--- src/rtl/camera_pixel_capture.sv ---
// Captures the 8-bit sensor bus sampled on recovered pixel_clock edges, packs byte pairs into
// RGB565 pixels tagged with x/y, and buffers them in a small FIFO feeding a valid/ready stream.
module camera_pixel_capture #(
  parameter int frame_width  = 640,
  parameter int frame_height = 480,
  parameter int x_width      = 10,
  parameter int y_width      = 9,
  parameter int fifo_depth   = 4
) (
  input  logic               input_clock,
  input  logic               reset,
  input  logic               pixel_clock,
  input  logic               vsync,
  input  logic               href,
  input  logic [7:0]         data,
  output logic [15:0]        pixel_data,
  output logic [x_width-1:0] pixel_x,
  output logic [y_width-1:0] pixel_y,
  output logic               start_of_frame,
  output logic               end_of_line,
  output logic               pixel_valid,
  input  logic               pixel_ready,
  output logic               overflow
);

  localparam int aw = (fifo_depth > 1) ? $clog2(fifo_depth) : 1;
  localparam int cw = aw + 1;
  localparam logic [x_width:0]   x_lim  = (x_width + 1)'(frame_width);
  localparam logic [y_width:0]   y_lim  = (y_width + 1)'(frame_height);
  localparam logic [x_width-1:0] x_last = x_width'(frame_width - 1);
  localparam logic [x_width-1:0] x_max  = '1;
  localparam logic [y_width-1:0] y_max  = '1;
  localparam logic [cw-1:0]      cnt_full = cw'(fifo_depth);

  typedef enum logic [1:0] {
    st_idle       = 2'd0,
    st_frame_sync = 2'd1,
    st_active     = 2'd2
  } state_t;

  typedef struct packed {
    logic [15:0]        pix;
    logic [x_width-1:0] x;
    logic [y_width-1:0] y;
  } entry_t;

  // sync word layout: {pixel_clock, vsync, href, data}
  logic [10:0] sync1_q, sync1_d, sync2_q, sync2_d;
  logic        pclk_s3_q, pclk_s3_d;

  state_t             state_q, state_d;
  logic [x_width-1:0] x_q, x_d;
  logic [y_width-1:0] y_q, y_d;
  logic               phase_q, phase_d;
  logic               line_q, line_d;
  logic [7:0]         hi_q, hi_d;

  entry_t        mem_q [fifo_depth];
  entry_t        mem_d [fifo_depth];
  logic [aw-1:0] rd_ptr_q, rd_ptr_d, wr_ptr_q, wr_ptr_d;
  logic [cw-1:0] count_q, count_d;
  logic          ovf_q, ovf_d;

  logic          edge_evt, s_vsync, s_href;
  logic [7:0]    s_data;
  logic          push_req, push_ok, pop, full;
  entry_t        push_entry, head;

  assign edge_evt = sync2_q[10] & ~pclk_s3_q;
  assign s_vsync  = sync2_q[9];
  assign s_href   = sync2_q[8];
  assign s_data   = sync2_q[7:0];

  always_comb begin
    sync1_d   = {pixel_clock, vsync, href, data};
    sync2_d   = sync1_q;
    pclk_s3_d = sync2_q[10];
  end

  always_comb begin
    state_d    = state_q;
    x_d        = x_q;
    y_d        = y_q;
    phase_d    = phase_q;
    line_d     = line_q;
    hi_d       = hi_q;
    push_req   = 1'b0;
    push_entry = '{pix: {hi_q, s_data}, x: x_q, y: y_q};
    if (edge_evt) begin
      unique case (state_q)
        st_idle: begin
          if (s_vsync) begin
            state_d = st_frame_sync;
            x_d     = '0;
            y_d     = '0;
            phase_d = 1'b0;
            line_d  = 1'b0;
          end
        end
        st_frame_sync: begin
          if (!s_vsync) state_d = st_active;
        end
        st_active: begin
          if (s_vsync) begin
            state_d = st_frame_sync;
            x_d     = '0;
            y_d     = '0;
            phase_d = 1'b0;
            line_d  = 1'b0;
          end else if (s_href) begin
            line_d = 1'b1;
            if (!phase_q) begin
              hi_d    = s_data;
              phase_d = 1'b1;
            end else begin
              phase_d  = 1'b0;
              // x saturates so an over-long line can never wrap back into the visible window
              x_d      = (x_q == x_max) ? x_q : x_q + 1'b1;
              push_req = ({1'b0, x_q} < x_lim) && ({1'b0, y_q} < y_lim);
            end
          end else if (line_q) begin
            x_d     = '0;
            phase_d = 1'b0;
            line_d  = 1'b0;
            y_d     = (y_q == y_max) ? y_q : y_q + 1'b1;
          end
        end
        default: state_d = st_idle;
      endcase
    end
  end

  always_comb begin
    full     = (count_q == cnt_full);
    pop      = (count_q != '0) & pixel_ready;
    push_ok  = push_req & (~full | pop);
    ovf_d    = ovf_q | (push_req & full & ~pop);
    rd_ptr_d = pop ? rd_ptr_q + aw'(1) : rd_ptr_q;
    wr_ptr_d = push_ok ? wr_ptr_q + aw'(1) : wr_ptr_q;
    count_d  = count_q;
    if (push_ok && !pop) count_d = count_q + cw'(1);
    else if (!push_ok && pop) count_d = count_q - cw'(1);
    for (int i = 0; i < fifo_depth; i++) mem_d[i] = mem_q[i];
    if (push_ok) mem_d[wr_ptr_q] = push_entry;
  end

  always_ff @(posedge input_clock) begin
    if (reset) begin
      sync1_q   <= '0;
      sync2_q   <= '0;
      pclk_s3_q <= 1'b0;
      state_q   <= st_idle;
      x_q       <= '0;
      y_q       <= '0;
      phase_q   <= 1'b0;
      line_q    <= 1'b0;
      hi_q      <= '0;
      rd_ptr_q  <= '0;
      wr_ptr_q  <= '0;
      count_q   <= '0;
      ovf_q     <= 1'b0;
    end else begin
      sync1_q   <= sync1_d;
      sync2_q   <= sync2_d;
      pclk_s3_q <= pclk_s3_d;
      state_q   <= state_d;
      x_q       <= x_d;
      y_q       <= y_d;
      phase_q   <= phase_d;
      line_q    <= line_d;
      hi_q      <= hi_d;
      rd_ptr_q  <= rd_ptr_d;
      wr_ptr_q  <= wr_ptr_d;
      count_q   <= count_d;
      ovf_q     <= ovf_d;
    end
  end

  // storage needs no reset: head outputs are gated by pixel_valid
  always_ff @(posedge input_clock) begin
    for (int i = 0; i < fifo_depth; i++) mem_q[i] <= mem_d[i];
  end

  always_comb begin
    head           = mem_q[rd_ptr_q];
    pixel_valid    = (count_q != '0);
    pixel_data     = pixel_valid ? head.pix : '0;
    pixel_x        = pixel_valid ? head.x : '0;
    pixel_y        = pixel_valid ? head.y : '0;
    start_of_frame = pixel_valid & (head.x == '0) & (head.y == '0);
    end_of_line    = pixel_valid & (head.x == x_last);
    overflow       = ovf_q;
  end

endmodule

--- config.mk ---
export PLATFORM = sky130hd
export DESIGN_NAME = camera_pixel_capture
export DESIGN_NICKNAME = d
export VERILOG_FILES = /design/src/rtl/camera_pixel_capture.sv
export SDC_FILE = /design/constraint.sdc
export NUM_CORES = 1
export LEC_CHECK = 0
export ABC_AREA = 1
export ABC_CLOCK_PERIOD_IN_PS = 3000
export CAP_MARGIN = 10
export CORE_UTILIZATION = 35
export DETAILED_ROUTE_END_ITERATION = 10
export PLACE_DENSITY = 0.52
export REMOVE_ABC_BUFFERS = 1
export SLEW_MARGIN = 10
export SYNTH_ARGS = -nofsm -noshare
export SYNTH_HDL_FRONTEND = slang
export SYNTH_SLANG_ARGS = --single-unit
export TNS_END_PERCENT = 10
--- constraint.sdc ---
create_clock -name input_clock -period 3 [get_ports input_clock]
set_input_delay 0.6 -clock input_clock [delete_from_list [all_inputs] [get_ports input_clock]]
set_output_delay 0.6 -clock input_clock [all_outputs]
set_load 0.02 [all_outputs]
## Yosys cells after proc, flatten, opt, wreduce, memory -nomap -nowiden

Memory sizes are Yosys's and may differ from the RTL's. A register that Yosys moved wholly into a read port is not among the register bits.
Cells that the tools add are included.
W data, S select, Z words.

| cells by class | value |
|---|---|
| mux-type cells | 41 |
| bitwise logic cells | 16 |
| equality and inequality tests | 15 |
| reduce and logical (&&, ||, !) cells | 19 |
| $lt $le $gt $ge | 4 |
| $add $sub $neg | 6 |

Operators by type and width:

| cell | number |
|---|---|
| $bwmux W140 | 1 |
| $mux W140 | 1 |
| $demux W35 S2 | 1 |
| $mux W10 | 7 |
| $mux W9 | 6 |
| $mux W35 | 1 |
| $eq A10 B10 Y1 const B | 2 |
| $pmux W10 S2 | 1 |
| $pmux W9 S2 | 1 |
| $mux W16 | 1 |
| $mux W1 | 12 |
| $ne A4 B4 Y1 const B | 3 |
| $reduce_and A6 Y1 | 2 |
| $add A10 B1 Y10 const B | 1 |
| $logic_not A10 Y1 | 1 |
| $lt A10 B10 Y1 const B | 1 |
| $add A9 B1 Y9 const B | 1 |
| $eq A9 B9 Y1 const B | 1 |
| $logic_not A9 Y1 | 1 |
| $lt A9 B9 Y1 const B | 1 |
| $ne A3 B3 Y1 const B | 3 |
| $and A1 B1 Y1 | 8 |
| $mux W2 | 4 |
| $mux W3 | 2 |
| 24 further kinds | 38 |

| word-level totals | value |
|---|---|
| input port bits | 14 |
| memory bits (writable) | 140 |
| logic and storage cells | 115 |
| register bits after elaboration | 62 |
| memories | 1 |
| output and inout port bits | 39 |

Memories:

| name | depth | bits a word | rd ports | clocked after Yosys merged registers in | write ports | RTL line | text |
|---|---|---|---|---|---|---|---|
| mem_q | 4 | 35 | 5 | 1 | 4 | 58 | `entry_t mem_q [fifo_depth];` |

## Depth between registers and ports, before layout

| logic depth | value |
|---|---|
| depth in word-level cells | 12 |
| depth in mapped cells | 13 |
| depth with buffers taken out | 13 |

## Worst setup path before layout

OpenSTA, ideal clock, no wires.

| timing | value |
|---|---|
| path kind | input -> register |
| from | in pixel_ready |
| to | mem mem_q[0][0] (netlist bit) (enable) |
| arrival | 2.418 ns |
| stages on the path | 4 |
| library setup time | 0.427 ns |
| buffers on the path | 0 |
| required time | 2.573 ns |
| slack | 0.155 ns |
| cell sequence | inv_1 nand3_1 nand4_4 nor2_1 |

RTL lines:

| element | RTL line | text |
|---|---|---|
| start, declared | 22 | `input logic pixel_ready,` |
| end, declared | 58 |  |

==> results.md <==
* Routed vias/inst at 4.668
* F_max at 342.8 MHz
* Async S/R FF share, synth at 0%
* Cell count after synthesis at 801
* CP required at 2.40 ns
* Vias in the first global route at 5589
* Leading area contributor after synthesis: edfxtp_1
* Post-synth top cells: nor2_1, edfxtp_1, nand2_1, dfxtp_1, o21ai_0
* CTS max path bufs at 3
* Hold Fails Final Rpt at 0
* Synthesized area per cell at 10.28 um^2
* Slew margin rel. at 62.14%
* Worst setup EP type: primary output
* Die width at 155.3 um
* Primary FF master, synth: edfxtp_1
* Worst setup margin at 0.08312 ns
* PortBufs at 52
* Dominant cell by count in the synthesized netlist: nor2_1
* Core ar. at 22850 um^2
* Layout Area Growth over Synthesis at 20.95%
* EDFF count, synth at 140
* Total gr overflow at 0
* Place WS at 0.2482 ns
* FILL cells at 2234
* Worst-case clock skew at 0.008041 ns
* Reg area at 5487 um^2
* Final period util at 97.23%
* Rows at 55
* Post-Route WL at 18.75 mm
* Crit Path Max Fanout at 16
* Clk pin slew, worst setup/hold paths at 0.06 ns
* Min Tclk post-route at 2.917 ns
* Max cap viols at 0
* Leak at 0.003814 uW
* R2R setup slack at 0.60 ns
* CP Launch Type: register
* Flops & latches, synth at 204
* Setup CP Type: register to primary output
* Cell Pwr Density at 812.4 nW/um^2
* Synth area leaders: edfxtp_1, dfxtp_1, nor2_1, nand2_1, o21ai_0
* Sequential area share after synthesis at 66.65%
* Drt first pass iters at 5
* Pins Over Slew Limit at 0
* Gr usage total at 16.20%
* Dpl cell area at 9216 um^2
* Post-Synthesis Cell Area at 8230 um^2
* I/O pin count at 53
* Setup Viol. Count Final at 0
* Initial antenna violation count at 0
* Clk root buf: clkbuf_16
* DP HPWL at 11.68 mm
* Initial cell density of the core at 36.02%
* Final Wtd Congestion at 0.8030
* Outcome: completed
* First-pass GRT wire length at 30.31 mm
* Cts bufs inserted at 23
* Synth top area share at 51.08%
* Largest net degree at the start of global routing at 43
* Post-CTS Setup Repair Bufs at 0
* Final ANT Viol Nets at 0
* Max VDD drop at 379.8 uV
* Worst Hold Class: register to register
* Multi-input logic area at 2345 um^2
* Design area at 9955 um^2
* Die Area at 24130 um^2
* Ant. Diodes at 0
* Htree depth at 1
* Routed WL per cell at 15.65 um
* CTS tree: built
* Yosys cell types at 35
* Worst skew pair latency at 0.50 ns
* Worst slew pin tran at 0.5662 ns
* # clock sinks at 204
* Final #Nets at 892
* Remaining DRCs at 0
* DR vias at 5592
* Iter 0 DRT Violations at 404
* Hold_buf cts at 0
* Die height at 155.3 um
* Layout cells sized above 1 at 10.28%
* RSZ-0062 raised after global routing: yes
* Yosys warns at 0
* CP arrival at 2.32 ns
## per-layer routing
metal  track usage (%)  share of wire [%]
met1             22.14                 47
met2             26.76                 46
met3             2.591                4.7
met4             4.248                2.0
met5                 0                  0
## stage by stage
stage	util, %	hold slack [ns]	cells	setup TNS (ns)	total power (uW)
2_1_floorplan	-	0.3883	769	-0.8251	4395
3_3_place_gp	40.34	0.3893	1157	0	5618
3_5_place_dp	40.34	0.3921	1157	0	5618
4_1_cts	43.47	0.3956	1198	0	8217
5_1_grt	43.57	0.4126	1198	-0.1159	8486
6_report	43.57	0.3959	1198	0	8087
## path summary, 6_finish.rpt
check | depth (start not counted) | to | start
worst max-delay path | 8 | start_of_frame | register
worst min-delay path | 2 | sync2_q[10]$_SDFF_PP0_ | sync1_q[10]$_SDFF_PP0_
worst max register to register | 9 | y_q[3]$_SDFFE_PP0P_ | y_q[0]$_SDFFE_PP0P_
worst min register to register | 2 | sync2_q[10]$_SDFF_PP0_ | sync1_q[10]$_SDFF_PP0_
## flip-flops by register name, summed over array words and instances (netlist names), 3 cells and up, named ones only
name,cells
mem_q,140
sync2_q,11
y_q,9
count_q,3
sync1_q,11
x_q,10
hi_q,8
## final cells by class
cell class | instances | area share [%]
Clock inverter | 12 | 1.094
Inverter | 69 | 2.652
Multi-Input combinational cell | 496 | 23.55
Clock buffer | 29 | 6.322
Tap cell | 313 | 3.934
Sequential cell | 204 | 55.12
Timing Repair Buffer | 75 | 7.328
## cell usage in the layout, fill, tap and decap left out, types with 24 or more instances in the layout
master,instances
clkbuf_16,24
edfxtp_1,140
a21oi_1,41
dfxtp_1,63
nor2_1,170
inv_1,59
dlygate4sd2_1,25
o21ai_0,64
nand3_1,41
nand2_1,120
## cell families (layout without fill, tap and decap cells)
logic type,after synthesis,in the layout,share of synthesized area (%)
simple gates,364,364,18.55
flops,204,204,66.65
compound gates,122,122,7.936
buf+inv,101,185,5.306
fa+ha+maj,9,9,1.459
xor+xnor,1,1,0.1064
## where the power goes
group | internal [uW] | switching [uW] | total, uW
Clock | 1650 | 1080 | 2730
Sequential | 3030 | 48.4 | 3070
Combinational | 761 | 1520 | 2280
Total | 5440 | 2650 | 8090
## critical path: stages, from the launching register on
cell	delay, ns
dfxtp_2	0.43
buf_4	0.24
o21ai_0	0.11
a21oi_1	0.20
nand2_1	0.08
nor2_1	0.17
nand2_1	0.07
nor2_1	0.14
dlygate4sd2_1	0.36
## what timing repair did
item                                    in CTS  in global routing
hold endpoints to repair                     0                  0
resized for setup                           32                 13
endpoints found under the setup margin      32                 13
Note: power is estimated with default switching activity, not from simulation.
